$ cat src/rtl/piso_serializer.sv
// piso_serializer: sends a WIDTH-bit word on Sout one bit per clock after a Load/Ready accept, then pulses Done
module piso_serializer #(
  parameter int WIDTH = 8,
  parameter bit MSB_FIRST = 1'b1
) (
  input  logic             Clock,
  input  logic             Reset,
  input  logic [WIDTH-1:0] Din,
  input  logic             Load,
  output logic             Ready,
  output logic             Busy,
  output logic             Sout,
  output logic             Done
);
  localparam int cw = $clog2(WIDTH);
  localparam logic [cw-1:0] last_bit = cw'(WIDTH - 1);
  typedef enum logic {IDLE, SHIFT} state_t;
  state_t state;
  logic [WIDTH-1:0] sreg;
  logic [cw-1:0] cnt;
  always_ff @(posedge Clock or posedge Reset) begin
    if (Reset) begin
      state <= IDLE;
      sreg  <= '0;
      cnt   <= '0;
      Ready <= 1'b1;
      Busy  <= 1'b0;
      Sout  <= 1'b0;
      Done  <= 1'b0;
    end else begin
      Done <= 1'b0;
      if (state == IDLE) begin
        if (Load && Ready) begin
          // first bit leaves immediately, so the register keeps only the rest
          state <= SHIFT;
          Sout  <= MSB_FIRST ? Din[WIDTH-1] : Din[0];
          sreg  <= MSB_FIRST ? Din << 1 : Din >> 1;
          cnt   <= '0;
          Busy  <= 1'b1;
          Ready <= 1'b0;
        end
      end else if (cnt == last_bit) begin
        state <= IDLE;
        Sout  <= 1'b0;
        Busy  <= 1'b0;
        Ready <= 1'b1;
        Done  <= 1'b1;
      end else begin
        Sout <= MSB_FIRST ? sreg[WIDTH-1] : sreg[0];
        sreg <= MSB_FIRST ? sreg << 1 : sreg >> 1;
        cnt  <= cnt + cw'(1);
      end
    end
  end
endmodule

$ cat config.mk
export PLATFORM = sky130hd
export DESIGN_NAME = piso_serializer
export DESIGN_NICKNAME = d
export VERILOG_FILES = /design/src/rtl/piso_serializer.sv
export SDC_FILE = /design/constraint.sdc
export NUM_CORES = 1
export LEC_CHECK = 0
export ABC_CLOCK_PERIOD_IN_PS = 2100
export CAP_MARGIN = 25
export CORE_MARGIN = 8
export CORE_UTILIZATION = 47
export DETAILED_ROUTE_END_ITERATION = 10
export PLACE_DENSITY = 0.85
export SYNTH_ARGS = -nofsm -noshare
export SYNTH_HDL_FRONTEND = slang
export SYNTH_SLANG_ARGS = --single-unit
$ cat constraint.sdc
create_clock -name Clock -period 2.1 [get_ports Clock]
set_clock_uncertainty 0.15 [all_clocks]
set_input_delay 0.525 -clock Clock [delete_from_list [all_inputs] [get_ports Clock]]
set_output_delay 0.525 -clock Clock [all_outputs]
set_load 0.03 [all_outputs]
==> results of run 1 <==
timing repair:
action,4_1_cts,5_1_grt
buffers inserted,0,0
gates resized for setup,1,0
setup endpoints to repair,1,0
cell families after synthesis:
logic type	after synthesis
compound gates	19
fa+ha+maj	3
buf+inv	7
flops	15
mux	1
simple gates	21
cell type report:
| type | instances | area (sq um) |
|---|---|---|
| well taps | 15 | 18.77 |
| clock buffers | 4 | 26.28 |
| repair buffers | 14 | 138.9 |
| fillers | 109 | 480.5 |
| multi-input cells | 44 | 261.5 |
| inverters | 4 | 15.01 |
| flip-flops and latches | 15 | 376.6 |
sequential cells by signal (all words and copies together), names as in the netlist:
register,count
Done,1
cnt,3
Busy,1
sreg,7
state,1
Ready,1
Sout,1
per-stage QoR:
| stage | hold WS [ns] | instance area, sq um | cells | utilization |
|---|---|---|---|---|
| final | 0.3606 | 837.1 | 96 | 0.6353 |
| after floorplan | 0.2758 | 676.9 | 66 | - |
| after global routing | 0.4117 | 837.1 | 96 | 0.6353 |
| after detailed placement | 0.3409 | 812.0 | 92 | 0.6163 |
| after global placement | 0.3363 | 812.0 | 92 | 0.6163 |
| after CTS | 0.3656 | 837.1 | 96 | 0.6353 |
cells in the final DEF (no fill, tap or decap), drive strengths merged:
cell	count
dfstp	1
and2	1
clkbuf	4
nand2b	1
and2b	1
nand3	4
mux2i	1
nand3b	1
ha	3
a21oi	7
nand2	7
inv	4
nor2	6
dfrtp	14
o21ai	4
dlygate4sd2	1
clkdlybuf4s50	13
o22ai	8
power by group through the flow:
stage	registers (mW)	clock network, mW	logic, mW
6_report	0.535	0.163	0.511
5_1_grt	0.558	0.180	0.579
4_1_cts	0.534	0.168	0.522
3_5_place_dp	0.540	0	0.524
3_3_place_gp	0.527	0	0.506
2_1_floorplan	0.579	0	0.348
worst register-to-register path, delay by kind of cell, from the launching register on:
family,cells,cell delay [ns]
AO/OA/AOI/OAI,2,0.31
adder cells (fa/ha/maj),2,0.41
flip-flops,1,0.41
AND/OR/NAND/NOR,1,0.33
worst paths after layout:
kind	end	from	depth (start not counted)	slack, ns
setup / recovery	Busy	Busy	1	0.08
hold / removal	sreg[1]	sreg[1]	2	0.36
setup reg to reg	sreg[5]	cnt[0]	5	0.38
hold reg to reg	sreg[1]	sreg[1]	2	0.36
max in group asynchronous	Ready	Reset	2	0.99
min in group asynchronous	sreg[6]	Reset	2	0.44
metal layers:
layer  global-route usage  vias up  routed length, microns
met5                    0        -                       0
met4              0.05042        0                      19
met3              0.03030        4                     109
met2               0.1564       16                     601
met1               0.1242      248                     575
li1                     -      258                       -
synthesized netlist by cell type:
cell type	number	area, sq um
ha_1	3	37.54
a21oi_1	7	35.03
o21ai_0	4	20.02
buf_6	1	11.26
nand2_1	7	26.28
buf_4	1	7.510
mux2i_1	1	10.01
nand3b_4	1	20.02
and2b_1	1	7.510
o22ai_1	8	50.05
dfrtp_1	14	350.3
nand3_1	4	20.02
nor2_1	6	22.52
and2_1	1	6.260
dfstp_2	1	26.28
buf_2	1	5.000
inv_1	4	15.01
nand2b_1	1	6.260
==> results.cfg, run 1 <==
[worst_setup_path]
cpPeakStageDelay_ns = 0.68
worstPathArrival_ns = 1.35
cp_max_fo = 3
crit_chain = clkdlybuf4s50_1
crit_buf_inv = 1
path_class = reg2out
cp.required_ns = 1.42
crit_slowest_cell = clkdlybuf4s50_1
critical-path-top-delay-family = buffers and inverters
endpoint_kind = output pin
cp-start-kind = flip-flop

[clocking]
cts.sinks = 15
cts_buffers = 3
cts_tree = done
clock_latency_ns = 0.28
clkTransAtPathRegs_ns = 0.08
root_buffer = clkbuf_4
clockBufferDepth = 2
htreeDepth = 1
cts_hold_buffers = 0

[yosys]
ys_seq_elements = 15
synth_area_per_cell_sq_um = 10.26
synth_fp_nets = 80
synth-simple-area-share = 0.1608
ys_seq_area_frac = 0.5564
synthMuxAreaShare = 0.01479
synth_top_family_by_area = simple AND/OR/NAND/NOR gates
synthAdderAreaFrac = 0.05545
synth_compound_area_frac = 0.1553
synthDistinctLibCells = 18
yosysWarnings = 0
synth_area_sq_um = 676.9
syn_inst = 66
synth_xor_area_frac = 0

[cells_and_area]
antennaDiodeCount = 0
layout.nets = 96
syn2layout_area_growth_pct = 23.66
drive_gt1_frac = 0.06173

[placement]
place_ws_ns = 0.1536
hpwlAfterDp_microns = 924.4
gp_congestion = 0.7551
portBuffers = 14

[sta]
worst_slack_ns = 0.07797
fin_setup_tns_ns = 0
tightest_slew_ns = 0.5547
slew-limit-headroom = 0.6298
drv_slew = 0
fmax_ghz = 0.4946
setup_viol = 0
min_period_over_period = 0.9629
finalCriticalPeriod_ns = 2.022
rsz0062_at_grt = false
finalHoldViolCount = 0

[pwr]
total_power_mw = 1.209
pwr-share-comb = 0.423
switchingPower_mw = 0.4810
pwr-share-clk = 0.135
irDropWorstVdd_uv = 611.7
p_leak_nw = 0.3995
internal_power_mw = 0.7285
switching_share = 0.3977
seqPwrFrac = 0.442
powerDensity_nw_per_um2 = 1445

[global_routing]
grtUsageTotal = 0.1009
grt_start_max_net_pins = 19
grt_pass1_wl_microns = 2166
grt_antenna_before_repair = 0
grt_pass1_vias = 492
overflow = 0

[drt]
dr_total_vias = 526
vias_per_cell = 5.479
wire_per_inst_microns = 13.59
drcViolationCount = 0
drt_pass1_iterations = 4
routed_wl_microns = 1305
drtIter0Drc = 8
postRouteAntennaNets = 0

[die]
start_util = 0.5138
num_rows = 13
pin_count = 15
die_w_microns = 53.95
fp.dieArea_sq_um = 2911
die_h_microns = 53.95
fp.coreArea_sq_um = 1318

[flow_run]
maxCapViolCount = 0

[outcome]
status = complete, no violations

[hold_path]
hold_class = reg2reg
No activity file was read; power rests on OpenSTA's default activity.
==> run 2, diff against run 1 <==
--- a/config.mk
+++ b/config.mk
@@ -5,10 +5,10 @@
 export SDC_FILE = /design/constraint.sdc
 export NUM_CORES = 1
 export LEC_CHECK = 0
+export ABC_AREA = 1
 export ABC_CLOCK_PERIOD_IN_PS = 2100
 export CAP_MARGIN = 25
-export CORE_MARGIN = 8
-export CORE_UTILIZATION = 47
+export CORE_UTILIZATION = 48
 export DETAILED_ROUTE_END_ITERATION = 10
 export PLACE_DENSITY = 0.85
 export SYNTH_ARGS = -nofsm -noshare
==> run 2 against run 1 <==
  * Worst hold slack got worse by 0.0068 ns
  * Worst setup slack improved by 0.026 ns
  * Die area fell by 42%
  * Routed wire length rose by 13%
  * First-iteration DRC count rose to 2.8 times the previous value
  * Core utilization rose by 2.3 points
  * Maximum frequency rose by 1.3%
  * Sequential power rose by 0.7%
  * Combinational power rose by 11%
  * Critical path type unchanged
  * Critical endpoint is now Sout
==> results.cfg, run 2 <==
[global_routing]
grt_pass1_vias = 506
grtUsageTotal = 0.2136
overflow = 0
grt_antenna_before_repair = 0
grt_pass1_wl_microns = 2166
grt_start_max_net_pins = 16

[pwr]
switching_share = 0.4401
seqPwrFrac = 0.423
internal_power_mw = 0.7135
p_leak_nw = 0.4891
pwr-share-clk = 0.132
switchingPower_mw = 0.5609
pwr-share-comb = 0.445
irDropWorstVdd_uv = 771.6
powerDensity_nw_per_um2 = 1417

[worst_setup_path]
crit_slowest_cell = clkdlybuf4s50_1
endpoint_kind = output pin
crit_buf_inv = 1
crit_chain = clkdlybuf4s50_1
cp-startpoint = Sout
rrSetupSlack_ns = 0.32
worstSetupEndpoint = Sout
critical-path-top-delay-family = buffers and inverters
r2r_cells = 7
cp.required_ns = 1.42
reg2reg_to = sreg[2]
cp_max_fo = 2
cp-start-kind = flip-flop
r2r_start = cnt[0]
worstPathArrival_ns = 1.32
cpPeakStageDelay_ns = 0.67
critical_path_depth = 1
path_class = reg2out

[drt]
dr_total_vias = 618
postRouteAntennaNets = 0
vias_per_cell = 5.066
wire_per_inst_microns = 12.07
drcViolationCount = 0
routed_wl_microns = 1473
drtIter0Drc = 22
drt_pass1_iterations = 4

[die]
num_rows = 13
pin_count = 15
start_util = 0.5394
fp.dieArea_sq_um = 1696
fp.coreArea_sq_um = 1366
die_h_microns = 41.19
die_w_microns = 41.19

[cells_and_area]
drive_gt1_frac = 0.06542
layout.nets = 122
multi_input_area_sq_um = 320.3
layout_common_cells = nand2_1, dfrtp_1, nand3_1, clkdlybuf4s50_1
syn2layout_area_growth_pct = 22.07
final_common_cell = nand2_1
final_util = 0.6584
reg_top3 = sreg: 7 flops, cnt: 3 flops
n_fill_cell = 123
regMostFlops = sreg
antennaDiodeCount = 0
seqCellArea_sq_um = 376.6
largest_register_ffs = 7

[clocking]
cts_setup_buffers = 0
clockBufferDepth = 2
root_buffer = clkbuf_4
cts_buffers = 3
cts.sinks = 15
cts_hold_buffers = 0
clkTransAtPathRegs_ns = 0.09
htreeDepth = 1
clock_latency_ns = 0.29
cts_tree = done

[placement]
portBuffers = 14
hpwlAfterDp_microns = 1005
gp_congestion = 0.7210

[outcome]
status = complete, no violations

[hold_path]
hold_class = reg2reg

[yosys]
yosysMostFrequentCell = nand2_1
ys_seq_area_frac = 0.5110
synth_top_cell_by_area = dfrtp_1
synth_area_sq_um = 737.0
synth-edff-count = 0
synth_ff_type = dfrtp_1
ys_top_cells_by_area = dfrtp_1, nand2_1, nand3_1, ha_1, dfstp_2
synthDistinctLibCells = 13
yosys.area.top_type_share = 0.4754
ys_seq_elements = 15
yosysWarnings = 0
yosys-top-cells-count = nand2_1, dfrtp_1, nand3_1
syn_inst = 92
synth_area_per_cell_sq_um = 8.010
synth-async-reset-ratio = 1.000
synth_fp_nets = 106

[sta]
tightest_slew_ns = 0.5782
min_period_over_period = 0.9504
setup_viol = 0
fmax_ghz = 0.5010
drv_slew = 0
finalHoldViolCount = 0
rsz0062_at_grt = false
slew-limit-headroom = 0.6141
fin_setup_tns_ns = 0
finalCriticalPeriod_ns = 1.996

[flow_run]
maxCapViolCount = 0
-- run 2: cell count changes in the layout (fill, tap and decap cells not counted), sizes merged, moves of 2 or more --
| cell | change |
|---|---|
| o21ai | -4 |
| nand3 | +10 |
| nor2 | -2 |
| o22ai | -8 |
| nand2 | +40 |
| a21oi | -7 |
-- run 2: repair_timing --
item,4_1_cts,5_1_grt
gates resized for setup,1,0
hold endpoints to repair,0,0
setup endpoints to repair,1,0
-- run 2: per-layer routing --
layer  wire length [microns]  global-route usage  share of wire  vias up
met5                       0                   0              0        -
li1                        -                   -              -      321
met1                     718              0.2740           0.49      275
met3                      74             0.08152          0.050        5
met4                      29              0.1290          0.020        0
met2                     649              0.3008           0.44       17
-- run 2: worst min path at each step --
stage	slack (ns)	to	cells past startpoint	from
floorplan	0.28	Busy	1	Reset
global placement	0.33	Busy	2	Busy
detailed placement	0.34	sreg[3]	2	sreg[3]
CTS	0.36	Ready	2	Ready
global route	0.38	sreg[6]	2	sreg[6]
finish	0.35	Busy	2	Busy
-- run 2: stage by stage --
| stage | power (mW) | std cells | setup slack (ns) | instance area (sq um) | hold WS, ns |
|---|---|---|---|---|---|
| finish | 1.274 | 122 | 0.1041 | 899.6 | 0.3538 |
| global route | 1.376 | 122 | 0.03299 | 899.6 | 0.3847 |
| CTS | 1.273 | 122 | 0.09647 | 899.6 | 0.3621 |
| detailed placement | 1.114 | 118 | 0.1859 | 874.6 | 0.3428 |
| global placement | 1.088 | 118 | 0.1970 | 874.6 | 0.3320 |
| floorplan | 0.9575 | 92 | 0.6143 | 737.0 | 0.2758 |
-- run 2: worst register-to-register path, delay by kind of cell (launching register included) --
kind | cells | cell delay (ns)
buffers and inverters | 1 | 0.10
and+or+nand+nor | 4 | 0.64
DFF | 1 | 0.40
adders and majority gates | 2 | 0.43
-- run 2: cell type report --
type | count | share of cell area
Timing Repair Buffer | 14 | 0.1544
Multi-Input combinational cell | 69 | 0.3560
Sequential cell | 15 | 0.4186
Tap cell | 15 | 0.02086
Inverter | 5 | 0.02086
Clock buffer | 4 | 0.02921
-- run 2: power by group through the flow --
stage | clock [mW] | combinational (mW) | sequential (mW)
2_1_floorplan | 0 | 0.392 | 0.566
3_3_place_gp | 0 | 0.554 | 0.535
3_5_place_dp | 0 | 0.572 | 0.542
4_1_cts | 0.169 | 0.568 | 0.536
5_1_grt | 0.185 | 0.635 | 0.556
6_report | 0.168 | 0.567 | 0.539
-- run 2: cell families after synthesis --
family,count (synthesis),synth area share
DFF,15,0.5110
adders and majority gates,3,0.05094
buffers and inverters,8,0.05432
and+or+nand+nor,66,0.3837
